<file path="src/rtl/ctrl_hazard_pipe.sv">
// Control-side pipeline for the 5-stage core: carries decoded control through ID/EX, EX/MEM and MEM/WB,
// raises load-use stalls back to the decoder and redirects the PC on branch/jump resolved in MEM.
module ctrl_hazard_pipe #(
  parameter int CNT_W = 16,
  parameter int RA_W  = 5
) (
  input  logic             clk,
  input  logic             rst,
  input  logic [9:0]       id_ctrl,
  input  logic [RA_W-1:0]  id_rs,
  input  logic [RA_W-1:0]  id_rt,
  input  logic [RA_W-1:0]  id_rd,
  input  logic             ex_zero,
  output logic             en_reg,
  output logic             pc_write,
  output logic             ifid_write,
  output logic             ifid_flush,
  output logic [1:0]       pc_src,
  output logic [3:0]       ex_ctrl,
  output logic [RA_W-1:0]  ex_rt,
  output logic [3:0]       mem_ctrl,
  output logic [RA_W-1:0]  mem_dst,
  output logic [1:0]       wb_ctrl,
  output logic [RA_W-1:0]  wb_dst,
  output logic [CNT_W-1:0] stall_cnt
);

  // bundle layout: [9] RegDst [8] ALUSrc [7:6] ALUOp [5] MemRead [4] MemWrite
  //                [3] Branch [2] Jump [1] MemtoReg [0] RegWrite
  logic [9:0]      idex_ctrl;
  logic [RA_W-1:0] idex_rt;
  logic [RA_W-1:0] idex_rd;
  logic [5:0]      exmem_ctrl;
  logic            mem_zero;

  logic [9:0]      id_sane;
  logic            take;
  logic            hazard;
  logic            stall;

  always_comb begin
    id_sane = id_ctrl;
    if (!id_ctrl[0]) begin
      id_sane[9] = 1'b0;
      id_sane[1] = 1'b0;
    end
  end

  always_comb begin
    take   = exmem_ctrl[2] | (exmem_ctrl[3] & mem_zero);
    hazard = idex_ctrl[5] & (idex_rt != '0) & ((idex_rt == id_rs) | (idex_rt == id_rt));
    stall  = hazard & ~take;

    en_reg     = ~(take | stall);
    pc_write   = ~stall;
    ifid_write = ~stall;
    ifid_flush = take;
    if (exmem_ctrl[2])
      pc_src = 2'b10;
    else if (take)
      pc_src = 2'b01;
    else
      pc_src = 2'b00;

    // stage registers may still hold a taken branch or a load until the reset edge lands
    if (rst) begin
      en_reg     = 1'b0;
      pc_write   = 1'b1;
      ifid_write = 1'b1;
      ifid_flush = 1'b0;
      pc_src     = 2'b00;
    end
  end

  always_ff @(posedge clk) begin
    if (rst) begin
      idex_ctrl  <= '0;
      idex_rt    <= '0;
      idex_rd    <= '0;
      exmem_ctrl <= '0;
      mem_zero   <= 1'b0;
      mem_dst    <= '0;
      wb_ctrl    <= '0;
      wb_dst     <= '0;
      stall_cnt  <= '0;
    end else begin
      if (take || stall) begin
        idex_ctrl <= '0;
        idex_rt   <= '0;
        idex_rd   <= '0;
      end else begin
        idex_ctrl <= id_sane;
        idex_rt   <= id_rt;
        idex_rd   <= id_rd;
      end

      if (take) begin
        exmem_ctrl <= '0;
        mem_zero   <= 1'b0;
        mem_dst    <= '0;
      end else begin
        exmem_ctrl <= idex_ctrl[5:0];
        mem_zero   <= ex_zero;
        mem_dst    <= idex_ctrl[9] ? idex_rd : idex_rt;
      end

      // the branch/jump in MEM still retires while younger stages are squashed
      wb_ctrl <= exmem_ctrl[1:0];
      wb_dst  <= mem_dst;

      if (stall && (stall_cnt != '1))
        stall_cnt <= stall_cnt + {{(CNT_W-1){1'b0}}, 1'b1};
    end
  end

  assign ex_ctrl  = idex_ctrl[9:6];
  assign ex_rt    = idex_rt;
  assign mem_ctrl = exmem_ctrl[5:2];

endmodule

</file>
<file path="config.mk">
export PLATFORM = sky130hd
export DESIGN_NAME = ctrl_hazard_pipe
export DESIGN_NICKNAME = d
export VERILOG_FILES = /design/src/rtl/ctrl_hazard_pipe.sv
export SDC_FILE = /design/constraint.sdc
export NUM_CORES = 1
export LEC_CHECK = 0
export CAP_MARGIN = 10
export CORE_UTILIZATION = 41
export DETAILED_ROUTE_END_ITERATION = 10
export PLACE_DENSITY = 0.75
export RECOVER_POWER = 50
export SKIP_LAST_GASP = 1
export SYNTH_ARGS = -nofsm -noshare
export SYNTH_HDL_FRONTEND = slang
export SYNTH_SLANG_ARGS = --single-unit
</file>
<file path="constraint.sdc">
create_clock -name clk -period 2.1 [get_ports clk]
set_input_delay 0.42 -clock clk [delete_from_list [all_inputs] [get_ports clk]]
set_output_delay 0.42 -clock clk [all_outputs]
set_load 0.05 [all_outputs]
</file>
==> results_dict.tcl, run 1 <==
set metrics [dict create \
    avgSynthCellArea_sq_um 10.1 \
    wl_per_cell_microns 12.8 \
    yosys_warnings 0 \
    holdPathStages 1 \
    synthDistinctLibCells 41 \
    start_util 0.438 \
    grt_usage 0.168 \
    arrival_ns 1.75 \
    numPortBuffers 74 \
    drtIter0Drc 74 \
    maxCapViolations 0 \
    numPlacedInstances 363 \
    hold_violations 0 \
    core_sq_mm 0.00524 \
    grt_pass1_vias 1840 \
    fin_cells 377 \
    drtPass1Iterations 4 \
    worstPathMaxFanout 3 \
    clock_sinks 55 \
    crit_required_ns 1.68 \
    synth_nets 255 \
    hpwl_microns 3510 \
    ctsHoldBuffers 0 \
    async_flop_share 0 \
    cpLargestDelayFamily "buffers and inverters" \
    skew_ns 0.0117 \
    violations "negative setup slack" \
    end_kind "output pin" \
    fmax_ghz 0.461 \
    reg2reg_from "ex_rt[2]$_SDFF_PP0_" \
    synthTopCellsByArea "dfxtp_1 (48%), and2_1 (7.1%), nor2b_1 (4.1%)" \
    ys_seq_area_frac 0.480 \
    tightest_slew_ns 0.602 \
    die_w_microns 76.8 \
    synth_edf_count 0 \
    cp_slowest_cell "dlygate4sd3_1" \
    nNetsFinal 335 \
    synthCells 226 \
    clock_latency_ns 0.30 \
    min_from "idex_ctrl[2]$_SDFF_PP0_" \
    numCtsBuffers 5 \
    power_density_mw_per_mm2 644 \
    crit_type "input pin to output pin" \
    min_path_type "flip-flop to flip-flop" \
    crit_buf_inv 2 \
    vdd_drop_max_v 0.000371 \
    reg2reg_slack_ns 0 \
    path_cells "dlygate4sd3_1 -> nand2b_1 -> or3_4 -> buf_8" \
    fp.dieH_microns 76.8 \
    die-area_sq_mm 0.00589 \
    pre_cts_ws_ns -0.199 \
    grt_max_degree 21 \
    timing.final.crit_share 1.03 \
    synth_flop_cell "dfxtp_1" \
    synth_common_cells "dfxtp_1 (55), and2_1 (26), nor2_1 (16), nor2b_1 (15)" \
    cp-start-kind "input pin" \
    antennaDiodeCount 0 \
    ys_ff_latch 55 \
    row_count 26 \
    htreeDepth 2 \
    gp_congestion 0.788 \
    setup_viol 6 \
    hold_slack_ns 0.434 \
    timing.rr.end "stall_cnt[3]$_SDFFE_PP0P_" \
    synth_top_area_cell "dfxtp_1" \
    via_per_inst 4.98 \
    cts_tree "yes" \
    layout-drive-gt1-share 0.195 \
    clockRootBuffer "clkbuf_8" \
    period_needed_ns 2.17 \
    drcViolationCount 0 \
    clockBufferDepth 2 \
    area_growth_syn_to_layout_pct 45.5 \
    final_core_util 0.637 \
    rsz0062_at_grt "true" \
    fin_ws_ns -0.0715 \
    routed_wl_microns 4810 \
    ioPinCount 75 \
    grt_pass1_wl_microns 8060 \
    slew_headroom 0.600 \
    leakage_nw 1.26 \
    via_count 1877 \
    ff2ff_path_depth 9 \
    status "finished with violations" \
    clkTransAtPathRegs_ns 0.10 \
    grt.overflow.total 0 \
    synth.most_common_cell "dfxtp_1" \
    antenna_found_initial 0 \
    slew_viol_final 0 \
    holdPathEnd "exmem_ctrl[2]$_SDFF_PP0_" \
    synth_top_area_frac 0.480 \
    dpl-instance-area_sq_mm 0.00313 \
    synth.cell_area_sq_mm 0.00229 \
    slowest_delay_ns 0.57 \
    final_cell_area_sq_mm 0.00334 \
    ant_nets 0 \
]
final cells by class:
type | instances | area (sq um)
Clock buffer | 5 | 68.8
Clock inverter | 3 | 46.3
Fill cell | 442 | 1900
Multi-Input combinational cell | 153 | 1130
Sequential cell | 55 | 1120
Tap cell | 70 | 87.6
Timing Repair Buffer | 91 | 886
metal layers:
metal | track usage | up-vias | wire length, microns
li1 | - | 938 | -
met1 | 0.183 | 869 | 2020
met2 | 0.312 | 61 | 2460
met3 | 0.0464 | 9 | 277
met4 | 0.0481 | 0 | 51
met5 | 0 | - | 0
worst register-to-register path: cells and delay by family (launching register included):
| family | cells | cell delay (ns) |
|---|---|---|
| buf+inv | 4 | 0.62 |
| xor+xnor | 1 | 0.14 |
| flops | 1 | 0.37 |
| simple gates | 2 | 0.68 |
| compound gates | 2 | 0.23 |
registers in the layout, summed over array words and instances (netlist names), 2 cells and up:
| signal | cells |
|---|---|
| wb_dst | 5 |
| stall_cnt | 16 |
| ex_rt | 5 |
| idex_rd | 5 |
| wb_ctrl | 2 |
| mem_dst | 5 |
| idex_ctrl | 10 |
| exmem_ctrl | 6 |
kinds of logic (layout without fill, tap and decap cells):
group           count (synthesis)  after routing  share of synthesized area
buf+inv                        18             99                     0.0546
fa+ha+maj                       1              1                    0.00546
simple gates                  107            107                      0.288
mux                            12             12                     0.0606
flops                          55             55                      0.480
compound gates                 23             23                     0.0731
xor+xnor                       10             10                     0.0382
power breakdown:
part	total, W	switching [W]	internal, W
Sequential	0.00111	0.0000258	0.00108
Clock	0.000700	0.000340	0.000359
Combinational	0.000343	0.000190	0.000153
Total	0.00215	0.000556	0.00159
stage by stage:
| stage | total power [W] | TNS [ns] |
|---|---|---|
| 2_1_floorplan | 0.00134 | -0.211 |
| 3_5_place_dp | 0.00147 | -2.41 |
| 3_3_place_gp | 0.00147 | -2.03 |
| 4_1_cts | 0.00217 | -0.218 |
| 5_1_grt | 0.00224 | -1.07 |
| 6_report | 0.00215 | -0.244 |
cells in the final DEF (no fill, tap or decap), types with 4 or more instances in the layout:
master,n
a21oi_1,7
and2_1,23
and4_1,4
buf_12,4
buf_4,14
clkbuf_8,5
clkdlybuf4s50_1,47
dfxtp_1,50
dfxtp_4,4
dlygate4sd2_1,9
dlygate4sd3_1,9
mux2i_1,6
nand2_1,5
nand3_1,7
nand4_1,6
nor2_1,16
nor2b_1,15
nor3_2,5
o31ai_1,7
or4_1,7
xor2_1,9
what timing repair did:
| item | CTS | global route |
|---|---|---|
| buffers inserted | 6 | 0 |
| pin swaps | 8 | 3 |
| endpoints found under the setup margin | 3 | 9 |
| resized for setup | 19 | 8 |
worst max-delay path by stage:
stage	startpoint	to	slack (ns)	cells past startpoint
6_report	rst	ifid_write	-0.07	4
5_1_grt	ex_rt[2]$_SDFF_PP0_	en_reg	-0.12	4
4_1_cts	ex_rt[2]$_SDFF_PP0_	en_reg	-0.08	4
3_5_place_dp	id_rt[2]	ifid_write	-0.20	6
3_3_place_gp	id_rt[2]	ifid_write	-0.18	6
2_1_floorplan	ex_rt[1]$_SDFF_PP0_	pc_write	-0.21	7
Power figures use the tool's default switching activity.
==> run 2, diff against run 1 <==
--- a/config.mk
+++ b/config.mk
@@ -9,8 +9,8 @@
 export CORE_UTILIZATION = 41
 export DETAILED_ROUTE_END_ITERATION = 10
 export PLACE_DENSITY = 0.75
-export RECOVER_POWER = 50
 export SKIP_LAST_GASP = 1
+export SLEW_MARGIN = 20
 export SYNTH_ARGS = -nofsm -noshare
 export SYNTH_HDL_FRONTEND = slang
 export SYNTH_SLANG_ARGS = --single-unit
==> constraint.sdc (replaced) <==
create_clock -name clk -period 2.1 [get_ports clk]
set_input_delay 0.525 -clock clk [delete_from_list [all_inputs] [get_ports clk]]
set_output_delay 0.525 -clock clk [all_outputs]
set_load 0.05 [all_outputs]
==> run 2 against run 1 <==
Effect of this change:
- critical endpoint is now en_reg
- first-iteration DRC count is 32% lower
- wire length is 5.7% lower
- global-route usage is 1.5 points lower
- largest cell class unchanged
- the flow still finishes with violations (negative setup slack)
- cell count is 0.53% lower
==> results_dict.tcl, run 2 (synthesis results as in run 1) <==
set metrics [dict create \
    period_needed_ns 2.29 \
    arrival_ns 1.76 \
    drtIter0Drc 50 \
    crit_type "flip-flop to output pin" \
    pre_cts_ws_ns -0.482 \
    fin_ws_ns -0.188 \
    rsz0062_at_grt "true" \
    start_util 0.438 \
    p_sw_frac 0.278 \
    drtPass1Iterations 4 \
    largestRegisters "stall_cnt: 16 flops, idex_ctrl: 10 flops, exmem_ctrl: 6 flops" \
    clockBufferDepth 2 \
    wl_per_cell_microns 12.1 \
    violations "negative setup slack" \
    via_per_inst 4.91 \
    largest_reg_flops 16 \
    die_w_microns 76.8 \
    grt.overflow.total 0 \
    ant_nets 0 \
    numPortBuffers 74 \
    slew_viol_final 0 \
    routed_wl_microns 4530 \
    nNetsFinal 333 \
    cp-start-kind "flip-flop" \
    worstPathMaxFanout 4 \
    area_growth_syn_to_layout_pct 44.8 \
    die-area_sq_mm 0.00589 \
    clock_latency_ns 0.31 \
    final_cell_area_sq_mm 0.00332 \
    layout_commonest_cell "dfxtp_1" \
    numCtsBuffers 5 \
    antenna_found_initial 0 \
    htreeDepth 2 \
    regMostFlops "stall_cnt" \
    tightest_slew_ns 0.518 \
    fillers 466 \
    grt_pass1_vias 1698 \
    row_count 26 \
    fmax_ghz 0.437 \
    clock_sinks 55 \
    combPwrFrac 0.167 \
    timing.final.crit_share 1.09 \
    ioPinCount 75 \
    clockRootBuffer "clkbuf_8" \
    power_w 0.00205 \
    power_density_mw_per_mm2 619 \
    clkTransAtPathRegs_ns 0.10 \
    grt_max_degree 25 \
    slew_headroom 0.654 \
    core_sq_mm 0.00524 \
    maxCapViolations 0 \
    pwr-share-seq 0.539 \
    antennaDiodeCount 0 \
    end_kind "output pin" \
    layout_common_cells "dfxtp_1 (50), clkdlybuf4s50_1 (37), and2_1 (26), buf_4 (23)" \
    p_int_w 0.00148 \
    via_count 1840 \
    gp_congestion 0.812 \
    leakage_nw 1.42 \
    ctsHoldBuffers 0 \
    netSwitchingPower_w 0.000571 \
    skew_ns 0.00973 \
    setup_viol 3 \
    dpl-instance-area_sq_mm 0.00314 \
    grt_usage 0.152 \
    hpwl_microns 3380 \
    min_path_type "flip-flop to flip-flop" \
    cts_tree "yes" \
    vdd_drop_max_v 0.000415 \
    hold_violations 0 \
    clkPwrFrac 0.294 \
    fp.dieH_microns 76.8 \
    status "finished with violations" \
    layout-drive-gt1-share 0.213 \
    grt_pass1_wl_microns 7380 \
    drcViolationCount 0 \
    crit_required_ns 1.57 \
]
==> run 2: cell types whose count changed in the layout (fill, tap and decap cells not counted), moves of 3 or more <==
| cell | change |
|---|---|
| clkdlybuf4s50_1 | -10 |
| clkdlybuf4s15_1 | +3 |
| dlygate4sd3_1 | -9 |
| dlymetal6s2s_1 | +10 |
| clkbuf_1 | -3 |
| and2_1 | +3 |
| buf_4 | +9 |
| and2_0 | -3 |
==> run 2: layer usage <==
layer | share of wire | global-route usage | vias to the layer above
met3 | 0.052 | 0.0429 | 7
li1 | - | - | 934
met4 | 0.0082 | 0.0288 | 0
met1 | 0.42 | 0.179 | 838
met5 | 0 | 0 | -
met2 | 0.51 | 0.274 | 61
==> run 2: worst max-delay path, cell delays in order, from the launching register on <==
cell and delay [ns]:
dfxtp_4 0.37, or4_4 0.56, o21ai_4 0.16, o21a_1 0.21, buf_12 0.16
==> run 2: final cells by class <==
class | instances | area (sq um) | area share
multi-input combinational | 153 | 1110 | 0.336
sequential | 55 | 1110 | 0.335
clock inverter | 3 | 27.5 | 0.00830
clock buffer | 5 | 68.8 | 0.0207
timing repair buffer | 89 | 907 | 0.273
tap | 70 | 87.6 | 0.0264
==> run 2: per-stage QoR <==
step                      utilization  hold WS, ns  TNS [ns]  cells
after floorplan                     -        0.406    -0.544    226
after global placement          0.599        0.409     -6.56    362
after detailed placement        0.599        0.412     -8.01    362
after CTS                       0.625        0.439    -0.512    375
after global routing            0.634        0.459    -0.692    375
final                           0.634        0.434    -0.485    375
==> run 2: what timing repair did <==
action	in CTS	in global routing
setup buffers	5	1
resized for setup	20	13
endpoints found under the hold margin	0	0
setup endpoints to repair	12	14
pin swaps	7	1
==> run 2: power by group through the flow <==
stage | sequential, W | combinational [W] | clock (W)
after floorplan | 0.00118 | 0.000164 | 0
after CTS | 0.00111 | 0.000345 | 0.000626
after detailed placement | 0.00113 | 0.000338 | 0
after global routing | 0.00111 | 0.000364 | 0.000672
final | 0.00111 | 0.000343 | 0.000605
after global placement | 0.00113 | 0.000335 | 0
==> run 2: path summary, 6_finish.rpt <==
kind	startpoint	end	slack [ns]	depth (start not counted)
hold reg to reg	idex_ctrl[2]$_SDFF_PP0_	exmem_ctrl[2]$_SDFF_PP0_	0.43	1
hold / removal	idex_ctrl[2]$_SDFF_PP0_	exmem_ctrl[2]$_SDFF_PP0_	0.43	1
setup / recovery	ex_rt[2]$_SDFF_PP0_	en_reg	-0.19	4
setup reg to reg	ex_rt[2]$_SDFF_PP0_	stall_cnt[11]$_SDFFE_PP0P_	0.08	8
